<file path="src/rtl/eth_frame_parser_if.sv">
// Byte-stream receive input plus parsed header, payload and per-frame status
// outputs of the Ethernet receive parser.
interface eth_frame_parser_if;
    logic [7:0]  rxData;
    logic        rxValid;
    logic [47:0] destMac;
    logic [47:0] srcMac;
    logic [15:0] etherType;
    logic        hdrValid;
    logic [7:0]  payloadData;
    logic        payloadValid;
    logic        payloadLast;
    logic        frameDone;
    logic        crcValid;
    logic        errRunt;
    logic        errGiant;
    logic        errAlign;
    logic [15:0] frameLen;

    modport master (
        output rxData, rxValid,
        input  destMac, srcMac, etherType, hdrValid,
        input  payloadData, payloadValid, payloadLast,
        input  frameDone, crcValid, errRunt, errGiant, errAlign, frameLen
    );

    modport slave (
        input  rxData, rxValid,
        output destMac, srcMac, etherType, hdrValid,
        output payloadData, payloadValid, payloadLast,
        output frameDone, crcValid, errRunt, errGiant, errAlign, frameLen
    );
endinterface

</file>
<file path="src/rtl/eth_frame_parser.sv">
// Ethernet receive parser: preamble/SFD detection, header extraction, payload
// streaming with optional FCS stripping, CRC-32 check and frame error flags.
module eth_frame_parser #(
    parameter int MIN_FRAME_LEN  = 64,
    parameter int MAX_FRAME_LEN  = 1518,
    parameter bit CHECK_PREAMBLE = 1'b1,
    parameter bit STRIP_FCS      = 1'b1
) (
    input logic               clk_i,
    input logic               rst_ni,
    eth_frame_parser_if.slave bus
);
    localparam int          DLY_DEPTH   = STRIP_FCS ? 5 : 1;
    localparam logic [2:0]  DLY_FULL    = 3'(DLY_DEPTH);
    localparam logic [15:0] MIN_LEN     = 16'(MIN_FRAME_LEN);
    localparam logic [15:0] MAX_LEN     = 16'(MAX_FRAME_LEN);
    localparam logic [31:0] CRC_INIT    = 32'hFFFF_FFFF;
    localparam logic [31:0] CRC_RESIDUE = 32'hDEBB_20E3;

    typedef enum logic [2:0] {IDLE, PREAMBLE, DST, SRC, TYPE, PAYLOAD, DROP} state_t;

    state_t      state_q, state_d;
    logic [2:0]  cnt_q, cnt_d;
    logic [2:0]  fill_q, fill_d;
    logic [7:0]  dly_q [DLY_DEPTH];
    logic [7:0]  dly_d [DLY_DEPTH];
    logic [31:0] crc_q, crc_d;
    logic [15:0] len_q, len_d;
    logic [47:0] dst_q, dst_d;
    logic [47:0] src_q, src_d;
    logic [15:0] type_q, type_d;
    logic [7:0]  payData_q, payData_d;
    logic        payValid_q, payValid_d;
    logic        payLast_q, payLast_d;
    logic        hdrValid_q, hdrValid_d;
    logic        done_q, done_d;
    logic        crcOk_q, crcOk_d;
    logic        runt_q, runt_d;
    logic        giant_q, giant_d;
    logic        align_q, align_d;

    logic [7:0]  rxData;
    logic        rxValid;
    logic [31:0] crcNext;
    logic [15:0] lenInc;
    logic        startFrame;

    function automatic logic [31:0] crcByte(input logic [31:0] crc, input logic [7:0] data);
        logic [31:0] r;
        r = crc ^ {24'h0, data};
        for (int b = 0; b < 8; b++) begin
            r = r[0] ? ((r >> 1) ^ 32'hEDB8_8320) : (r >> 1);
        end
        return r;
    endfunction

    assign rxData  = bus.rxData;
    assign rxValid = bus.rxValid;
    assign crcNext = crcByte(crc_q, rxData);
    assign lenInc  = (len_q == 16'hFFFF) ? len_q : len_q + 16'd1;

    // Status of the previous frame is kept until the next frame really starts:
    // its SFD, its first DST byte, or a preamble byte that is misaligned.
    assign startFrame = rxValid &&
                        (((state_q == IDLE) && (!CHECK_PREAMBLE || (rxData != 8'h55))) ||
                         ((state_q == PREAMBLE) && (rxData != 8'h55)));

    always_comb begin
        state_d    = state_q;
        cnt_d      = cnt_q;
        fill_d     = fill_q;
        dly_d      = dly_q;
        crc_d      = crc_q;
        len_d      = len_q;
        dst_d      = dst_q;
        src_d      = src_q;
        type_d     = type_q;
        payData_d  = payData_q;
        payValid_d = 1'b0;
        payLast_d  = 1'b0;
        hdrValid_d = 1'b0;
        done_d     = 1'b0;
        crcOk_d    = crcOk_q;
        runt_d     = runt_q;
        giant_d    = giant_q;
        align_d    = align_q;

        if (startFrame) begin
            crcOk_d = 1'b0;
            runt_d  = 1'b0;
            giant_d = 1'b0;
            align_d = 1'b0;
            len_d   = '0;
            crc_d   = CRC_INIT;
            dst_d   = '0;
            src_d   = '0;
            type_d  = '0;
        end

        case (state_q)
            IDLE: begin
                if (rxValid) begin
                    if (CHECK_PREAMBLE) begin
                        if (rxData == 8'h55) begin
                            state_d = PREAMBLE;
                        end else begin
                            state_d = DROP;
                            align_d = 1'b1;
                        end
                    end else begin
                        state_d = DST;
                        cnt_d   = 3'd1;
                        dst_d   = {40'h0, rxData};
                        len_d   = 16'd1;
                        crc_d   = crcByte(CRC_INIT, rxData);
                    end
                end
            end
            PREAMBLE: begin
                if (!rxValid) begin
                    state_d = IDLE;
                end else if (rxData == 8'hD5) begin
                    state_d = DST;
                    cnt_d   = '0;
                end else if (rxData != 8'h55) begin
                    state_d = DROP;
                    align_d = 1'b1;
                end
            end
            DST, SRC, TYPE: begin
                if (!rxValid) begin
                    state_d = IDLE;
                    done_d  = 1'b1;
                    runt_d  = 1'b1;
                    crcOk_d = 1'b0;
                end else begin
                    crc_d = crcNext;
                    len_d = lenInc;
                    cnt_d = cnt_q + 3'd1;
                    if (state_q == DST) begin
                        dst_d = {dst_q[39:0], rxData};
                        if (cnt_q == 3'd5) begin
                            state_d = SRC;
                            cnt_d   = '0;
                        end
                    end else if (state_q == SRC) begin
                        src_d = {src_q[39:0], rxData};
                        if (cnt_q == 3'd5) begin
                            state_d = TYPE;
                            cnt_d   = '0;
                        end
                    end else begin
                        type_d = {type_q[7:0], rxData};
                        if (cnt_q == 3'd1) begin
                            state_d    = PAYLOAD;
                            cnt_d      = '0;
                            fill_d     = '0;
                            hdrValid_d = 1'b1;
                        end
                    end
                end
            end
            PAYLOAD: begin
                if (!rxValid) begin
                    state_d = IDLE;
                    done_d  = 1'b1;
                    crcOk_d = (crc_q == CRC_RESIDUE);
                    runt_d  = (len_q < MIN_LEN);
                    if (fill_q == DLY_FULL) begin
                        payValid_d = 1'b1;
                        payLast_d  = 1'b1;
                        payData_d  = dly_q[DLY_DEPTH-1];
                    end
                end else begin
                    crc_d = crcNext;
                    len_d = lenInc;
                    // An oversize frame closes its payload stream with the oldest held byte.
                    if (lenInc > MAX_LEN) begin
                        state_d = DROP;
                        giant_d = 1'b1;
                        if (fill_q == DLY_FULL) begin
                            payValid_d = 1'b1;
                            payLast_d  = 1'b1;
                            payData_d  = dly_q[DLY_DEPTH-1];
                        end
                    end else begin
                        dly_d[0] = rxData;
                        for (int i = 1; i < DLY_DEPTH; i++) begin
                            dly_d[i] = dly_q[i-1];
                        end
                        if (fill_q == DLY_FULL) begin
                            payValid_d = 1'b1;
                            payData_d  = dly_q[DLY_DEPTH-1];
                        end else begin
                            fill_d = fill_q + 3'd1;
                        end
                    end
                end
            end
            DROP: begin
                if (!rxValid) begin
                    state_d = IDLE;
                    done_d  = 1'b1;
                    crcOk_d = (crc_q == CRC_RESIDUE) && !align_q;
                    runt_d  = (len_q < MIN_LEN);
                    giant_d = giant_q || (len_q > MAX_LEN);
                end else if (!align_q) begin
                    crc_d = crcNext;
                    len_d = lenInc;
                end
            end
            default: state_d = IDLE;
        endcase
    end

    always_ff @(posedge clk_i or negedge rst_ni) begin
        if (!rst_ni) begin
            state_q    <= IDLE;
            cnt_q      <= '0;
            fill_q     <= '0;
            for (int i = 0; i < DLY_DEPTH; i++) begin
                dly_q[i] <= '0;
            end
            crc_q      <= CRC_INIT;
            len_q      <= '0;
            dst_q      <= '0;
            src_q      <= '0;
            type_q     <= '0;
            payData_q  <= '0;
            payValid_q <= 1'b0;
            payLast_q  <= 1'b0;
            hdrValid_q <= 1'b0;
            done_q     <= 1'b0;
            crcOk_q    <= 1'b0;
            runt_q     <= 1'b0;
            giant_q    <= 1'b0;
            align_q    <= 1'b0;
        end else begin
            state_q    <= state_d;
            cnt_q      <= cnt_d;
            fill_q     <= fill_d;
            dly_q      <= dly_d;
            crc_q      <= crc_d;
            len_q      <= len_d;
            dst_q      <= dst_d;
            src_q      <= src_d;
            type_q     <= type_d;
            payData_q  <= payData_d;
            payValid_q <= payValid_d;
            payLast_q  <= payLast_d;
            hdrValid_q <= hdrValid_d;
            done_q     <= done_d;
            crcOk_q    <= crcOk_d;
            runt_q     <= runt_d;
            giant_q    <= giant_d;
            align_q    <= align_d;
        end
    end

    assign bus.destMac      = dst_q;
    assign bus.srcMac       = src_q;
    assign bus.etherType    = type_q;
    assign bus.hdrValid     = hdrValid_q;
    assign bus.payloadData  = payData_q;
    assign bus.payloadValid = payValid_q;
    assign bus.payloadLast  = payLast_q;
    assign bus.frameDone    = done_q;
    assign bus.crcValid     = crcOk_q;
    assign bus.errRunt      = runt_q;
    assign bus.errGiant     = giant_q;
    assign bus.errAlign     = align_q;
    assign bus.frameLen     = len_q;
endmodule

</file>
<file path="src/flat_wrapper.sv">
// flat-port wrapper written by rule: the top's interface ports become plain ports
module eth_frame_parser_flat 
#(
    parameter int MIN_FRAME_LEN  = 64,
    parameter int MAX_FRAME_LEN  = 1518,
    parameter bit CHECK_PREAMBLE = 1'b1,
    parameter bit STRIP_FCS      = 1'b1
)
  (clk_i, rst_ni, bus_rxData, bus_rxValid, bus_destMac, bus_srcMac, bus_etherType, bus_hdrValid, bus_payloadData, bus_payloadValid, bus_payloadLast, bus_frameDone, bus_crcValid, bus_errRunt, bus_errGiant, bus_errAlign, bus_frameLen);
  eth_frame_parser_if bus_i ();
  input logic clk_i;
  input logic rst_ni;
  input wire logic [$bits(bus_i.rxData)-1:0] bus_rxData;
  input wire logic [$bits(bus_i.rxValid)-1:0] bus_rxValid;
  output wire logic [$bits(bus_i.destMac)-1:0] bus_destMac;
  output wire logic [$bits(bus_i.srcMac)-1:0] bus_srcMac;
  output wire logic [$bits(bus_i.etherType)-1:0] bus_etherType;
  output wire logic [$bits(bus_i.hdrValid)-1:0] bus_hdrValid;
  output wire logic [$bits(bus_i.payloadData)-1:0] bus_payloadData;
  output wire logic [$bits(bus_i.payloadValid)-1:0] bus_payloadValid;
  output wire logic [$bits(bus_i.payloadLast)-1:0] bus_payloadLast;
  output wire logic [$bits(bus_i.frameDone)-1:0] bus_frameDone;
  output wire logic [$bits(bus_i.crcValid)-1:0] bus_crcValid;
  output wire logic [$bits(bus_i.errRunt)-1:0] bus_errRunt;
  output wire logic [$bits(bus_i.errGiant)-1:0] bus_errGiant;
  output wire logic [$bits(bus_i.errAlign)-1:0] bus_errAlign;
  output wire logic [$bits(bus_i.frameLen)-1:0] bus_frameLen;
  assign bus_i.rxData = bus_rxData;
  assign bus_i.rxValid = bus_rxValid;
  assign bus_destMac = bus_i.destMac;
  assign bus_srcMac = bus_i.srcMac;
  assign bus_etherType = bus_i.etherType;
  assign bus_hdrValid = bus_i.hdrValid;
  assign bus_payloadData = bus_i.payloadData;
  assign bus_payloadValid = bus_i.payloadValid;
  assign bus_payloadLast = bus_i.payloadLast;
  assign bus_frameDone = bus_i.frameDone;
  assign bus_crcValid = bus_i.crcValid;
  assign bus_errRunt = bus_i.errRunt;
  assign bus_errGiant = bus_i.errGiant;
  assign bus_errAlign = bus_i.errAlign;
  assign bus_frameLen = bus_i.frameLen;
  eth_frame_parser #(.MIN_FRAME_LEN(MIN_FRAME_LEN), .MAX_FRAME_LEN(MAX_FRAME_LEN), .CHECK_PREAMBLE(CHECK_PREAMBLE), .STRIP_FCS(STRIP_FCS)) u_core (.clk_i(clk_i), .rst_ni(rst_ni), .bus(bus_i));
endmodule
</file>
<file path="config.mk">
export PLATFORM = sky130hd
export DESIGN_NAME = eth_frame_parser_flat
export DESIGN_NICKNAME = d
export VERILOG_FILES = /design/src/rtl/eth_frame_parser_if.sv /design/src/rtl/eth_frame_parser.sv /design/src/flat_wrapper.sv
export SDC_FILE = /design/constraint.sdc
export NUM_CORES = 1
export LEC_CHECK = 0
export BUFFER_PORTS_ARGS = -buffer_cell sky130_fd_sc_hd__buf_2
export CORE_MARGIN = 1.5
export CORE_UTILIZATION = 35
export CTS_CLUSTER_DIAMETER = 60
export DETAILED_ROUTE_END_ITERATION = 8
export GPL_TIMING_DRIVEN = 0
export PLACE_DENSITY = 0.56
export SLEW_MARGIN = 5
export SYNTH_ARGS = -nofsm -noshare
export SYNTH_HDL_FRONTEND = slang
export SYNTH_SLANG_ARGS = --single-unit
</file>
<file path="constraint.sdc">
create_clock -name clk_i -period 3.35 [get_ports clk_i]
set_input_delay 0.335 -clock clk_i [delete_from_list [all_inputs] [get_ports clk_i]]
set_output_delay 0.335 -clock clk_i [all_outputs]
set_load 0.05 [all_outputs]
</file>
-- Word-level counts from Yosys, hierarchy flattened
Cells that the tools add are included.
- input bits: 11
- register bits after elaboration: 225
- order comparisons: 3
- bitwise logic cells: 10
- add/subtract/negate cells: 3
- mux-type cells: 97
- reduce and logical (&&, ||, !) cells: 19
- eq/ne operators: 30
- operators with widths (cell ; count):
    48-bit 2-to-1 mux ; 9
    32-bit 2-to-1 mux ; 12
    16-bit 2-to-1 mux ; 10
    13-bit NOT with 14-bit output ; 8
    3-bit 2-to-1 mux ; 28
    32-bit case mux with 2 select lines ; 1
    32-bit == test (second input constant) ; 1
    16-bit by 11-bit > comparator with 1-bit output (second input constant) ; 2
    16-bit case mux with 2 select lines ; 1
    32-bit by 8-bit XOR with 32-bit output ; 1
    1-bit 2-to-1 mux ; 29
    2-bit != test (second input constant) ; 10
    16-bit by 1-bit adder with 16-bit output (second input constant) ; 1
    16-bit == test (second input constant) ; 1
    16-bit by 7-bit < comparator with 1-bit output (second input constant) ; 1
    3-bit == test (second input constant) ; 5
    3-bit case mux with 5 select lines ; 1
    3-bit case mux with 2 select lines ; 2
    8-bit by 7-bit == test with 1-bit output (second input constant) ; 1
    8-bit == test (second input constant) ; 1
    4-bit != test (second input constant) ; 2
    8-bit by 7-bit != test with 1-bit output (second input constant) ; 1
    8-bit AND reduction ; 1
    7-bit AND reduction ; 1
    other kinds (22) ; 32

-- Logic depth before layout (Yosys ltp)
Gate-level depths: netlist (run 1).
- word-level depth: 20
- gate-level depth with buffers: 11
- gate-level depth less buffers: 9

-- Least setup slack after synthesis (run 1)
No wires, ideal clock.
- kind: reg-to-reg
- start point: register u_core.len_q[5] (netlist: u_core.bus.frameLen[5])
- end point: register u_core.dly_q[10] (netlist bit)
- cell stages (with the launch flop): 12
- data arrival time: 3320 ps
- path slack: -95 ps
- path through: dfrtp_1 > buf_4 > and4_1 > buf_2 > nand3_2 > nor4b_1 > mux2i_1 > or4b_1 > a31oi_4 > nand3_4 > buf_6 > mux2_4
- word-level cells in the longest chain between the ends: 5
- ends and longest elaborated chain (item ; RTL line ; source):
    start: declaration ; eth_frame_parser.sv:28 ; logic [15:0] len_q, len_d;
    start signal: assignment ; eth_frame_parser.sv:244 ; len_q <= len_d;
    16-bit by 1-bit adder with 16-bit output / 16-bit == test (equally long branches) ; eth_frame_parser.sv:60 ; assign lenInc = (len_q == 16'hFFFF) ? len_q : len_q + 16'd1;
    16-bit 2-to-1 mux * ; eth_frame_parser.sv:60 ;
    16-bit by 11-bit > comparator with 1-bit output * ; eth_frame_parser.sv:178 ; if (lenInc > MAX_LEN) begin
    1-bit NOT (no line) * ; -- ;
    3-bit AND reduction (no line) * ; -- ;
    end signal: assignment ; eth_frame_parser.sv:242 ; dly_q <= dly_d;
    end: declaration ; eth_frame_parser.sv:25 ; logic [7:0] dly_q [DLY_DEPTH];
Mark *: on every way between the ends. The rest lies on a longest branch, timed or not.
A chain may end at the register's enable or synchronous reset.

-- Final worst setup path (run 1)
- start point: register u_core.len_q[8] (netlist: u_core.bus.frameLen[8])
- end point: register u_core.dly_q[29] (netlist bit)
Same word-level chain as after synthesis.

==> results of run 1 <==
[worst max-delay path by stage]
stage	to	slack, ps	startpoint
3_5_place_dp	u_core.dly_q[14]	-10	u_core.bus.frameLen[4]
6_report	u_core.dly_q[29]	100	u_core.bus.frameLen[8]
4_1_cts	u_core.dly_q[14]	20	u_core.bus.frameLen[0]
3_3_place_gp	u_core.bus.frameLen[0]	-2550	rst_ni
2_1_floorplan	u_core.dly_q[10]	50	u_core.bus.frameLen[5]
5_1_grt	u_core.dly_q[29]	-50	u_core.bus.frameLen[13]
[metrics by stage]
step / cell area (um^2) / power (mW) / util
floorplan: 10600 / 7.16 / -
global placement: 11800 / 8.25 / 0.399
detailed placement: 11900 / 8.30 / 0.401
CTS: 12800 / 11.4 / 0.433
global route: 13000 / 12.0 / 0.440
finish: 13000 / 11.4 / 0.440
[layer usage]
metal	routed length [um]	up-vias
li1	-	4035
met1	13800	4109
met2	12900	221
met3	1480	38
met4	595	0
met5	0	-
[cells by family (layout without fill, tap and decap cells)]
family,Yosys count,after routing,synth area share
AOI/OAI and AO/OA,229,229,0.123
xor gates and xnor gates,75,75,0.0622
adders and majority gates,6,6,0.00711
buffers and inverters,86,300,0.0358
DFF,225,225,0.537
muxes,53,53,0.0696
and+or+nand+nor,385,385,0.165
[sequential cells by signal, summed over array words and instances, names as in the netlist, 8 cells and up]
register and cells:
u_core.bus.destMac 48, u_core.bus.etherType 16, u_core.bus.frameLen 16, u_core.bus.payloadData 8, u_core.bus.srcMac 48, u_core.crc_q 32, u_core.dly_q 40
[worst min-delay path, stage by stage]
cell and delay (ps):
buf_2 160, nand2_1 60, o21ai_0 60
[power breakdown]
group	leakage (nW)	total [mW]	internal [mW]	switching [mW]
Clock	0.460	3.04	1.90	1.15
Sequential	2.98	3.98	3.45	0.529
Combinational	2.59	4.33	1.53	2.80
Total	6.03	11.4	6.88	4.48
[layout by cell type (no fill, tap or decap), types with 6 or more instances in the layout]
cell	netlist	final
o21ai_0	144	144
mux2_4	38	38
xnor2_1	52	52
nor2_1	26	25
nor2b_1	6	6
dfrtp_1	193	190
nand2_1	249	249
clkbuf_1	61	63
nand3_1	13	13
clkbuf_16	0	28
xor2_1	23	23
a21oi_1	39	39
and3_1	10	9
o211ai_1	6	6
dfstp_2	32	32
nor3_1	36	36
buf_4	5	14
inv_1	11	11
mux2_2	11	11
buf_2	5	154
clkbuf_8	0	9
[repair_timing]
action                                  4_1_cts  5_1_grt
resized for setup                             3       21
hold buffers                                  1        0
setup buffers                                 0       12
endpoints found under the setup margin       38       44
hold endpoints to repair                     51        0
cloned                                        0        1
pin swaps                                     1        7
[layout make-up]
type | count | area, um^2 | area share
sequential | 225 | 5670 | 0.435
multi-input combinational | 748 | 4570 | 0.350
timing repair buffer | 168 | 951 | 0.0730
clock buffer | 40 | 815 | 0.0625
tap | 390 | 488 | 0.0374
buffer | 73 | 380 | 0.0292
clock inverter | 8 | 118 | 0.00902
inverter | 11 | 41.3 | 0.00317
==> results_dict.tcl, run 1 <==
set metrics [dict create \
    dp.cells 1603 \
    synth_most_common_cell "nand2_1" \
    path_depth 11 \
    holdPathStages 3 \
    cts_tree "done" \
    finalSetupViolCount 0 \
    dieArea_um2 31200 \
    syn-cell-area_um2 10600 \
    synth_common_cells "249 x nand2_1, 193 x dfrtp_1, 144 x o21ai_0" \
    met1_usage 0.271 \
    endpoint_kind "register" \
    clk_latency_ps 530 \
    grt_start_max_net_pins 92 \
    slew_viol_final 0 \
    fin_tns_setup_ps 0 \
    die_y_um 177 \
    path_common_cell "buf_4" \
    final.period_utilization 0.969 \
    critPathRequiredTime_ps 3750 \
    clock_sinks 225 \
    diodes 0 \
    grt_pass1_wl_mm 46.4 \
    ys_ff_latch 225 \
    start_util 0.356 \
    tightest_slew_ps 977 \
    cp-start-kind "register" \
    synth_edf_count 0 \
    use_met3 0.0271 \
    synthToLayoutAreaGrowth_pct 23.4 \
    routedWlPerCell_um 17.3 \
    vias 8403 \
    drcViolationCount 0 \
    first_global_vias 8246 \
    synth_seq_area_share 0.537 \
    synth_area_leaders "dfrtp_1 46%, nand2_1 8.9%, dfstp_2 8.0%" \
    crit_slowest_cell "or4b_4" \
    row_count 63 \
    critical_path.max_stage_delay_ps 490 \
    synth_cell_types 62 \
    dp_hpwl_mm 19.8 \
    cp.arrival_ps 3650 \
    final_cells 1663 \
    htreeDepth 1 \
    clk_pin_slew_worst_paths_ps 60 \
    timing.hold.ws_ps 132 \
    coreArea_um2 29600 \
    rr_worst_depth 11 \
    first_iter_violations 457 \
    cts_buffer_depth 3 \
    r2r_start "u_core.bus.frameLen[8]" \
    crit_buf_inv 3 \
    maxSlewHeadroom 0.344 \
    finClkSkew_ps 16.8 \
    ir_drop_v 0.000592 \
    place_ws_ps -12.3 \
    r2r_setup_slack_ps 100 \
    hold_viol_final 0 \
    status "finished clean" \
    grt_use_met2 0.291 \
    avgViaCountPerCell 5.05 \
    drv_cap 0 \
    grtUsageTotal 0.186 \
    synth_warnings 0 \
    portBuffers 152 \
    grt_busiest_layer "met2" \
    grt-ovfl-total 0 \
    crit_chain "nand4_1 -> buf_4 -> nor4_4 -> buf_4 -> nor4b_4 -> mux2i_1 -> or4b_4 -> a31oi_4 -> nand3_4 -> clkbuf_16 -> mux2_4" \
    min_to "u_core.bus.destMac[1]" \
    fmax_ghz 0.308 \
    powerDensity_nw_per_um2 871 \
    hp-class "in -> reg" \
    firstDrtPassIters 5 \
    drive_gt1_frac 0.254 \
    yosysTopAreaCellShare 0.457 \
    wl_mm 28.8 \
    nNetsFinal 1271 \
    async_flop_share 1.00 \
    power_leakage_nw 6.03 \
    path_class "reg -> reg" \
    syn_area_per_cell_um2 9.97 \
    antenna_found_initial 0 \
    nFillCells 2926 \
    cts_root_buffer "clkbuf_16" \
    cts_buffers 27 \
    drtAntennaViolNets 0 \
    worst-path-max-fanout 7 \
    syn-instance-count 1059 \
    hold_start "bus_rxData[1]" \
    finalCriticalPeriod_ps 3250 \
    ys.flop_type "dfrtp_1" \
    ios 155 \
    reg2reg_to "u_core.dly_q[29]" \
    yosysTopAreaCell "dfrtp_1" \
    syn_nets 1076 \
    critPathTopFamily "simple AND/OR/NAND/NOR gates" \
    globalplace.congestion 0.853 \
    worst_slack_ps 104 \
    die_w_um 177 \
]
No activity file was read; power rests on OpenSTA's default activity.
==> inputs of run 2 (changes only) <==
- CORE_ASPECT_RATIO: default -> 0.9
==> run 2 against run 1 <==
Power is 1.5% lower. Clock-buffer cell count shrank 2. Worst hold slack worse by 2.6 ps. Largest cell class unchanged.
==> results_dict.tcl, run 2 (synthesis results as in run 1) <==
set metrics [dict create \
    status "finished clean" \
    diodes 0 \
    critPathTopFamily "simple AND/OR/NAND/NOR gates" \
    final.period_utilization 0.947 \
    clk_latency_ps 550 \
    path_class "reg -> reg" \
    critical_path.max_stage_delay_ps 440 \
    slew_viol_final 0 \
    portBuffers 152 \
    htreeDepth 1 \
    drtAntennaViolNets 0 \
    ios 155 \
    drv_cap 0 \
    synthToLayoutAreaGrowth_pct 21.7 \
    grt-ovfl-total 0 \
    tightest_slew_ps 1040 \
    firstDrtPassIters 5 \
    final_common_cell "nand2_1" \
    nNetsFinal 1260 \
    finalSetupViolCount 0 \
    fin_tns_setup_ps 0 \
    clk_pin_slew_worst_paths_ps 60 \
    hp-class "in -> reg" \
    fmax_ghz 0.315 \
    endpoint_kind "register" \
    cts_root_buffer "clkbuf_16" \
    die_w_um 186 \
    cts_buffers 27 \
    rsz0062_at_grt "no" \
    nFillCells 2948 \
    coreArea_um2 29800 \
    finClkSkew_ps 13.8 \
    cts_buffer_depth 3 \
    clock_sinks 225 \
    antenna_found_initial 1 \
    wl_mm 28.8 \
    avgViaCountPerCell 5.04 \
    grtUsageTotal 0.186 \
    row_count 60 \
    maxSlewHeadroom 0.305 \
    routedWlPerCell_um 17.3 \
    grt_start_max_net_pins 97 \
    finalCriticalPeriod_ps 3170 \
    drcViolationCount 0 \
    vias 8400 \
    worst-path-max-fanout 10 \
    power_leakage_nw 5.94 \
    dieArea_um2 31200 \
    powerDensity_nw_per_um2 871 \
    cp-start-kind "register" \
    critPathRequiredTime_ps 3770 \
    first_global_vias 8106 \
    grt_pass1_wl_mm 46.1 \
    drive_gt1_frac 0.245 \
    crit_chain "ha_2 -> nand3_2 -> nor4_4 -> buf_6 -> o32a_1 -> and3_1 -> or3b_1 -> a31oi_4 -> nand3_4 -> buf_6 -> mux2_4" \
    start_util 0.354 \
    cp.arrival_ps 3590 \
    ir_drop_v 0.000687 \
    die_y_um 168 \
    dp_hpwl_mm 20.0 \
    first_iter_violations 568 \
    crit_buf_inv 2 \
    path_common_cell "buf_6" \
    globalplace.congestion 0.864 \
    layout_common_cells "249 x nand2_1, 191 x dfrtp_1, 156 x buf_2, 144 x o21ai_0, 64 x clkbuf_1" \
    crit_slowest_cell "dfrtp_2" \
    cts_tree "done" \
    hold_viol_final 0 \
    power_mw 11.2 \
]
## run 2: layer usage
layer | global-route usage | up-vias | wire length [um]
li1 | - | 4005 | -
met1 | 0.281 | 4141 | 14300
met2 | 0.274 | 220 | 12300
met3 | 0.0387 | 32 | 1750
met4 | 0.0379 | 2 | 420
met5 | 0 | - | 10
## run 2: final timing paths
| check | from | depth (start not counted) | end | slack, ps |
|---|---|---|---|---|
| max | u_core.bus.frameLen[0] | 11 | u_core.dly_q[31] | 180 |
| max reg2reg | u_core.bus.frameLen[0] | 11 | u_core.dly_q[31] | 180 |
| max in group asynchronous | rst_ni | 4 | u_core.bus.destMac[27] | 1830 |
| min reg2reg | u_core.bus.srcMac[37] | 2 | u_core.bus.srcMac[45] | 500 |
| min | bus_rxData[1] | 3 | u_core.bus.destMac[1] | 130 |
| min in group asynchronous | rst_ni | 2 | u_core.bus.payloadData[2] | 280 |
## run 2: cell type report
class / instances / area (um^2) / share of cell area
clock buffer: 38 / 777 / 0.0605
sequential: 225 / 5670 / 0.441
clock inverter: 12 / 113 / 0.00876
inverter: 11 / 41.3 / 0.00321
multi-input combinational: 748 / 4560 / 0.355
tap: 403 / 504 / 0.0392
buffer: 73 / 333 / 0.0259
timing repair buffer: 157 / 851 / 0.0662
## run 2: tightest hold or removal path: stages
cell,delay (ps)
buf_2,160
nand2_1,70
o21ai_0,70
## run 2: power breakdown
part	switching, mW	leakage (nW)	internal, mW
Combinational	2.79	2.51	1.51
Sequential	0.526	2.98	3.45
Clock	1.20	0.444	1.71
## run 2: what timing repair did
action                                  CTS  global route
hold buffers                              1             0
endpoints found under the hold margin    42             0
gates resized for setup                   2             6
pin swaps                                 1             3
buffers inserted                          0             2
endpoints found under the setup margin    1            39
## run 2: per-stage QoR
| stage | worst slack [ps] | cell area, um^2 | instances | hold WS, ps | utilization |
|---|---|---|---|---|---|
| finish | 178 | 12800 | 1667 | 129 | 0.431 |
| global route | 1.59 | 12800 | 1667 | 135 | 0.431 |
| CTS | 15.1 | 12800 | 1667 | 116 | 0.430 |
| detailed placement | 23.5 | 11900 | 1616 | 250 | 0.399 |
| global placement | -2580 | 11800 | 1614 | 482 | 0.397 |
| floorplan | 46.8 | 10600 | 1059 | 39.4 | - |
